==> src/rtl/exec_sequencer.sv <==
// BRISC instruction-phase sequencer: one-cycle reg_en / pc_en strobes in the CLK domain.
// Define EXEC_SEQ_STEP_EN to compile in the single-step button path.
module exec_sequencer #(
  parameter int unsigned BASE_PERIOD = 50000000,
  parameter int unsigned CNT_W       = 32
) (
  input  logic        CLK,
  input  logic        RST_N,
  input  logic        load_done,
  input  logic        run,
  input  logic [2:0]  speed,
  input  logic        step_btn,
  output logic        reg_en,
  output logic        pc_en,
  output logic [1:0]  state,
  output logic        running,
  output logic [15:0] instr_count
);

  typedef enum logic [1:0] {
    LOAD = 2'b00,
    IDLE = 2'b01,
    EXEC = 2'b10,
    ADV  = 2'b11
  } state_t;

  localparam logic [CNT_W-1:0] CNT_ONE = {{(CNT_W-1){1'b0}}, 1'b1};

  state_t           state_r;
  logic             step_mode_r;
  logic [CNT_W-1:0] prescaler_r;
  logic [CNT_W-1:0] shifted_s;
  logic [CNT_W-1:0] period_s;
  logic             terminal_s;
  logic             step_pulse_s;

  assign state = state_r;

`ifdef EXEC_SEQ_STEP_EN
  logic sync1_r;
  logic sync2_r;
  logic step_pulse_r;

  // Button synchronizer and rising-edge detect; a held button gives one pulse.
  always_ff @(posedge CLK) begin
    if (!RST_N) begin
      sync1_r      <= 1'b0;
      sync2_r      <= 1'b0;
      step_pulse_r <= 1'b0;
    end else begin
      sync1_r      <= step_btn;
      sync2_r      <= sync1_r;
      step_pulse_r <= sync1_r & ~sync2_r;
    end
  end

  assign step_pulse_s = step_pulse_r;
`else
  logic step_btn_unused_s;
  assign step_btn_unused_s = step_btn;
  assign step_pulse_s      = 1'b0;
`endif

  // Phase length from the speed switches; a lowered period ends a running phase at once.
  always_comb begin
    shifted_s = CNT_W'(BASE_PERIOD) >> speed;
    if (shifted_s == {CNT_W{1'b0}}) begin
      period_s = CNT_ONE;
    end else begin
      period_s = shifted_s;
    end
    terminal_s = (prescaler_r >= (period_s - CNT_ONE));
  end

  // Sequencer FSM with registered strobes, running flag and instruction counter.
  always_ff @(posedge CLK) begin
    if (!RST_N) begin
      state_r     <= LOAD;
      step_mode_r <= 1'b0;
      prescaler_r <= {CNT_W{1'b0}};
      reg_en      <= 1'b0;
      pc_en       <= 1'b0;
      running     <= 1'b0;
      instr_count <= 16'h0000;
    end else begin
      reg_en <= 1'b0;
      pc_en  <= 1'b0;
      if (!load_done) begin
        state_r     <= LOAD;
        step_mode_r <= 1'b0;
        prescaler_r <= {CNT_W{1'b0}};
        running     <= 1'b0;
      end else begin
        case (state_r)
          LOAD: begin
            state_r     <= IDLE;
            prescaler_r <= {CNT_W{1'b0}};
            running     <= 1'b0;
          end
          IDLE: begin
            prescaler_r <= {CNT_W{1'b0}};
            if (run) begin
              state_r     <= EXEC;
              step_mode_r <= 1'b0;
              running     <= 1'b1;
            end else if (step_pulse_s) begin
              state_r     <= EXEC;
              step_mode_r <= 1'b1;
              running     <= 1'b1;
            end else begin
              state_r <= IDLE;
              running <= 1'b0;
            end
          end
          EXEC: begin
            if (step_mode_r || (run && terminal_s)) begin
              state_r     <= ADV;
              reg_en      <= 1'b1;
              prescaler_r <= {CNT_W{1'b0}};
              running     <= 1'b1;
            end else if (!run) begin
              state_r     <= IDLE;
              prescaler_r <= {CNT_W{1'b0}};
              running     <= 1'b0;
            end else begin
              prescaler_r <= prescaler_r + CNT_ONE;
              running     <= 1'b1;
            end
          end
          ADV: begin
            // The instruction always completes here, even if run has dropped.
            if (step_mode_r || terminal_s) begin
              pc_en       <= 1'b1;
              instr_count <= instr_count + 16'h0001;
              prescaler_r <= {CNT_W{1'b0}};
              if (run && !step_mode_r) begin
                state_r <= EXEC;
                running <= 1'b1;
              end else begin
                state_r <= IDLE;
                running <= 1'b0;
              end
            end else begin
              prescaler_r <= prescaler_r + CNT_ONE;
              running     <= 1'b1;
            end
          end
          default: begin
            state_r     <= LOAD;
            step_mode_r <= 1'b0;
            prescaler_r <= {CNT_W{1'b0}};
            running     <= 1'b0;
          end
        endcase
      end
    end
  end

endmodule
==> config.mk <==
export PLATFORM = sky130hd
export DESIGN_NAME = exec_sequencer
export DESIGN_NICKNAME = d
export VERILOG_FILES = /design/src/rtl/exec_sequencer.sv
export SDC_FILE = /design/constraint.sdc
export NUM_CORES = 1
export LEC_CHECK = 0
export ABC_AREA = 1
export BUFFER_PORTS_ARGS = -buffer_cell sky130_fd_sc_hd__buf_2
export CAP_MARGIN = 5
export CORE_ASPECT_RATIO = 1.1
export CORE_MARGIN = 2
export CORE_UTILIZATION = 60
export CTS_BUF_LIST = sky130_fd_sc_hd__clkbuf_2 sky130_fd_sc_hd__clkbuf_4 sky130_fd_sc_hd__clkbuf_8
export DETAILED_ROUTE_END_ITERATION = 8
export GPL_TIMING_DRIVEN = 0
export PLACE_DENSITY = 0.82
export SLEW_MARGIN = 10
export SYNTH_ARGS = -nofsm -noshare
export SYNTH_HDL_FRONTEND = slang
export SYNTH_SLANG_ARGS = --single-unit
==> constraint.sdc <==
create_clock -name CLK -period 3.3 [get_ports CLK]
set_input_delay 0.495 -clock CLK [delete_from_list [all_inputs] [get_ports CLK]]
set_output_delay 0.495 -clock CLK [all_outputs]
set_load 0.05 [all_outputs]
* After elaboration in Yosys (flattened, before gate mapping)
Index checks and enable logic that the tools add are counted.
Cells by class: $add $sub $neg 3, order comparisons 1, equal/unequal tests 5, shift operators 1, multiplexer cells 16, reduce and logical (&&, ||, !) cells 9
Operators with widths (number):
- 2-to-1 mux 32 bit | 4
- case mux 32 bit (3 select lines) | 1
- adder 32 x 1 -> 32 bit (second input constant) | 1
- >= comparator 32 bit | 1
- zero test 32 bit | 1
- >> shifter 26 x 3 -> 32 bit (first input constant) | 1
- subtractor 32 x 1 -> 32 bit (second input constant) | 1
- adder 16 x 1 -> 16 bit (second input constant) | 1
- AND reduction 3 bit | 3
- 2-to-1 mux 2 bit | 4
- case mux 2 bit (4 select lines) | 1
- 2-to-1 mux 1 bit | 5
- equality test 2 bit (second input constant) | 2
- case mux 1 bit (4 select lines) | 1
- AND reduction 2 bit | 2
- inequality test 3 bit (second input constant) | 1
- equality test 2 x 1 -> 1 bit (second input constant) | 1
- zero test 2 bit | 1
- inequality test 2 bit (second input constant) | 1
- OR reduction 2 bit | 1
- logical AND 1 bit | 1
Storage, ports and cells: bits in registers 53, input bits 8, output and inout port bits 21, word-level logic and storage cells 41

* Logic depth before layout (Yosys ltp)
word-level depth 8, mapped depth 21, depth with buffers taken out 20

* Worst setup path after synthesis
OpenSTA, ideal clock, no wires.
kind input port to flip-flop, start in speed[2], end reg instr_count[2], library setup time 132 ps, arrival time 2909 ps, data required time 3168 ps, slack 259 ps, stages 20, path buffers 2, cell sequence clkbuf_1 -> clkinv_1 -> nor2_1 -> inv_1 -> ha_1 -> a22oi_1 -> a31oi_1 -> ha_1 -> nand2_1 -> nor2_1 -> nand2_1 -> nor2_1 -> nor2_1 -> nand2_1 -> nand2_2 -> nand2_4 -> nand2_4 -> buf_6 -> nand2_1 -> a21oi_1
On the way: longest elaborated chain between the ends 6
Ends and longest elaborated chain:
- from (decl) | RTL line 11 | input logic [2:0] speed,
- >> shifter 26 x 3 -> 32 bit * | RTL line 66 | shifted_s = CNT_W'(BASE_PERIOD) >> speed;
- zero test 32 bit | RTL line 67 | if (shifted_s == {CNT_W{1'b0}}) begin
- 2-to-1 mux 32 bit * | RTL line 67
- subtractor 32 x 1 -> 32 bit * | RTL line 72 | terminal_s = (prescaler_r >= (period_s - CNT_ONE));
- >= comparator 32 bit * | RTL line 72
- AND reduction 3 bit (no line) *
- to (signal assigned) | RTL line 134 | instr_count <= instr_count + 16'h0001;
- to (decl) | RTL line 17 | output logic [15:0] instr_count
Every way passes the cells marked *; elsewhere a longest branch is shown, timed or not. A chain may end at the register's enable or synchronous reset.

* Final worst setup path
start in speed[2], end reg instr_count[7]
The elaborated chain is that of the path after synthesis.

==> out/qor.yml <==
status: "completed"
place.detailed.hpwl_um: 5430
achievable-frequency_mhz: 337
globalplace.congestion: 0.921
cts_hold_buf: 0
seqCellArea_um2: 1060
grt_pass1_vias: 2820
antenna_found_initial: 0
ioPinCount: 29
power.share.sequential: 0.588
vias_per_cell: 5.25
n_fill_cell: 470
clockPowerShare: 0.337
combPwrFrac: 0.075
nets: 531
endpoint_kind: "flip-flop"
endpoint: "instr_count[7]"
layout-drive-gt1-share: 0.141
highest-signal-layer: "met4"
wl_um: 6910
fin_cells: 570
post_synth.cell_area_avg_um2: 7.36
highest_fanout_seen_on_the_critical_path: 10
cts.path.max_buffers: 2
clockRootBuffer: "clkbuf_8"
async_reset_ff_frac: 0
r2r-start: "prescaler_r[23]"
switchingPower_uw: 279
grt_pass1_wl_um: 11700
holdPathStages: 3
synth_sequential_area_ratio: 0.315
route.vias.total: 2990
netSwitchingFraction: 0.254
grt_overflow_total: 0
cts.htree.levels: 2
synth_edf_count: 0
finalCoreUtilization: 0.685
grt_usage: 0.235
worst_ep_required_time_ns: 3.48
grt_max_degree: 18
postSynthRegisterBits: 53
crit_path_start: "speed[2]"
cts_tree: "done"
final_cell_mix: "98 x nand2_1, 62 x nor2_1, 53 x dfxtp_1"
r2r_slack_ns: 1.28
wl_met3_um: 247
initial_core_util: 0.623
place_inst: 563
report.power.total_uw: 1100
area_growth_syn_to_layout_pct: 9.90
dr_wl_met2_um: 3450
worst_setup_hold_path_clk_slew_ns: 0.10
critPathKind: "input port to flip-flop"
leakage_uw: 0.00164
slew_violations: 0
synth_warnings: 0
dieArea_um2: 6220
timing.hold.worst.class: "input port to flip-flop"
internal-power_uw: 820
wl_per_cell_um: 12.1
synthFlopType: "dfxtp_1"
power_density_nw_per_um2: 297
drc: 0
power.ir.vdd_worst_uv: 205
finalInstanceArea_um2: 3700
core.rowCount: 28
core-area_um2: 5400
drv.max_cap_violation_count: 0
cp.arrival_ns: 3.16
tritoncts.num_buffers: 5
drt-met1-wl_um: 3040
report.final.setup_viol: 0
detailedRoute.firstPassIterationCount: 4
timing.hold.ws_ns: 0.428
skew_ns: 0.0112
crit-reg2reg-capture: "prescaler_r[5]"
layout_commonest_cell: "nand2_1"
drtAntennaViolNets: 0
die_h_um: 82.5
final.period_utilization: 0.900
cell_area_placed_um2: 3610
synthDistinctLibCells: 38
fp.dieW_um: 75.4
crit_path_start_kind: "input port"
reg2reg_depth: 13
drt_iter0_drc: 140
synthesis.area_um2: 3360
footprint_of_the_multi_input_gates_um2: 2090
io_buffers: 27
clock_sink_count: 53
antennaDiodeCount: 0
number_of_instances_in_the_synthesized_netlist: 457
post_cts_resized: 1
setup_repair_after_global_routing_missed_its_margin: "no"
period_needed_ns: 2.97
cts_setup_buffers: 0
worst_skew_late_latency_ns: 0.31
hold_viol_final: 0
synth_stat cells (3+ instances only):
master / count / area, µm²
nor2_4: 7 / 78.8
ha_1: 29 / 363
buf_6: 3 / 33.8
nor2_1: 62 / 233
nand3_1: 28 / 140
xnor2_1: 12 / 105
nor2_2: 6 / 37.5
nor3_1: 10 / 50.1
xor2_1: 21 / 184
nand2_4: 5 / 56.3
nand2_1: 98 / 368
inv_1: 44 / 165
dfxtp_1: 53 / 1060
clkbuf_1: 3 / 11.3
a21oi_1: 33 / 165
nand2_2: 3 / 18.8
a31oi_1: 3 / 18.8
nand4_1: 10 / 62.6
o21ai_0: 4 / 20.0
worst min path at each step:
| stage | startpoint | end |
|---|---|---|
| 5_1_grt | RST_N | instr_count[0] |
| 3_3_place_gp | prescaler_r[0] | prescaler_r[0] |
| 2_1_floorplan | prescaler_r[0] | prescaler_r[0] |
| 3_5_place_dp | prescaler_r[0] | prescaler_r[0] |
| 4_1_cts | RST_N | instr_count[0] |
| 6_report | RST_N | instr_count[0] |
kinds of logic (layout without fill, tap and decap cells):
| logic type | after synthesis | after routing | share of synthesized area |
|---|---|---|---|
| xor gates and xnor gates | 33 | 33 | 0.0859 |
| adders and majority gates | 29 | 29 | 0.108 |
| AOI/OAI and AO/OA | 48 | 48 | 0.0796 |
| buffers and inverters | 54 | 88 | 0.0681 |
| other | 1 | 5 | 0.00112 |
| and+or+nand+nor | 239 | 239 | 0.342 |
| DFF | 53 | 53 | 0.315 |
critical path, cell delays in order:
cell	delay (ns)
buf_2	0.20
clkinv_2	0.18
nor2_1	0.20
inv_1	0.13
ha_1	0.27
a22oi_1	0.20
a31oi_1	0.08
ha_1	0.28
nand2_1	0.06
nor2_1	0.14
nand2_1	0.07
nor2_1	0.08
nor2_1	0.05
nand2_1	0.09
nand2_2	0.10
nand2_4	0.14
nand2_4	0.09
buf_6	0.16
nand2_1	0.06
a21oi_1	0.06
power by group through the flow:
stage,clock [µW],sequential [µW],combinational [µW]
after global routing,406,647,95.1
final,371,646,82.2
after floorplan,0,665,55.2
after detailed placement,0,661,81.4
after global placement,0,661,77.7
after CTS,380,646,81.7
metrics by stage:
step | worst slack (ns) | setup TNS (ns)
after floorplan | 0.259 | 0
after global placement | -0.246 | -8.15
after detailed placement | -0.367 | -13.23
after CTS | 0.113 | 0
after global routing | 0.115 | 0
final | 0.329 | 0
sequential cells by signal, summed over array words and instances, names as in the netlist:
signal,count
instr_count,16
pc_en,1
prescaler_r,32
reg_en,1
running,1
state,2
layer usage:
layer  track usage  vias to the layer above
li1              -                     1556
met1         0.270                     1355
met2         0.417                       62
met3        0.0425                       17
met4         0.111                        0
met5             0                        -
area by class of cell:
type	instances	area share
multi-input combinational	354	0.565
sequential	53	0.287
inverter	47	0.0481
timing repair buffer	27	0.0366
tap	75	0.0254
clock buffer	5	0.0186
buffer	6	0.0132
clock inverter	3	0.00609
No activity file was read; power rests on OpenSTA's default activity.
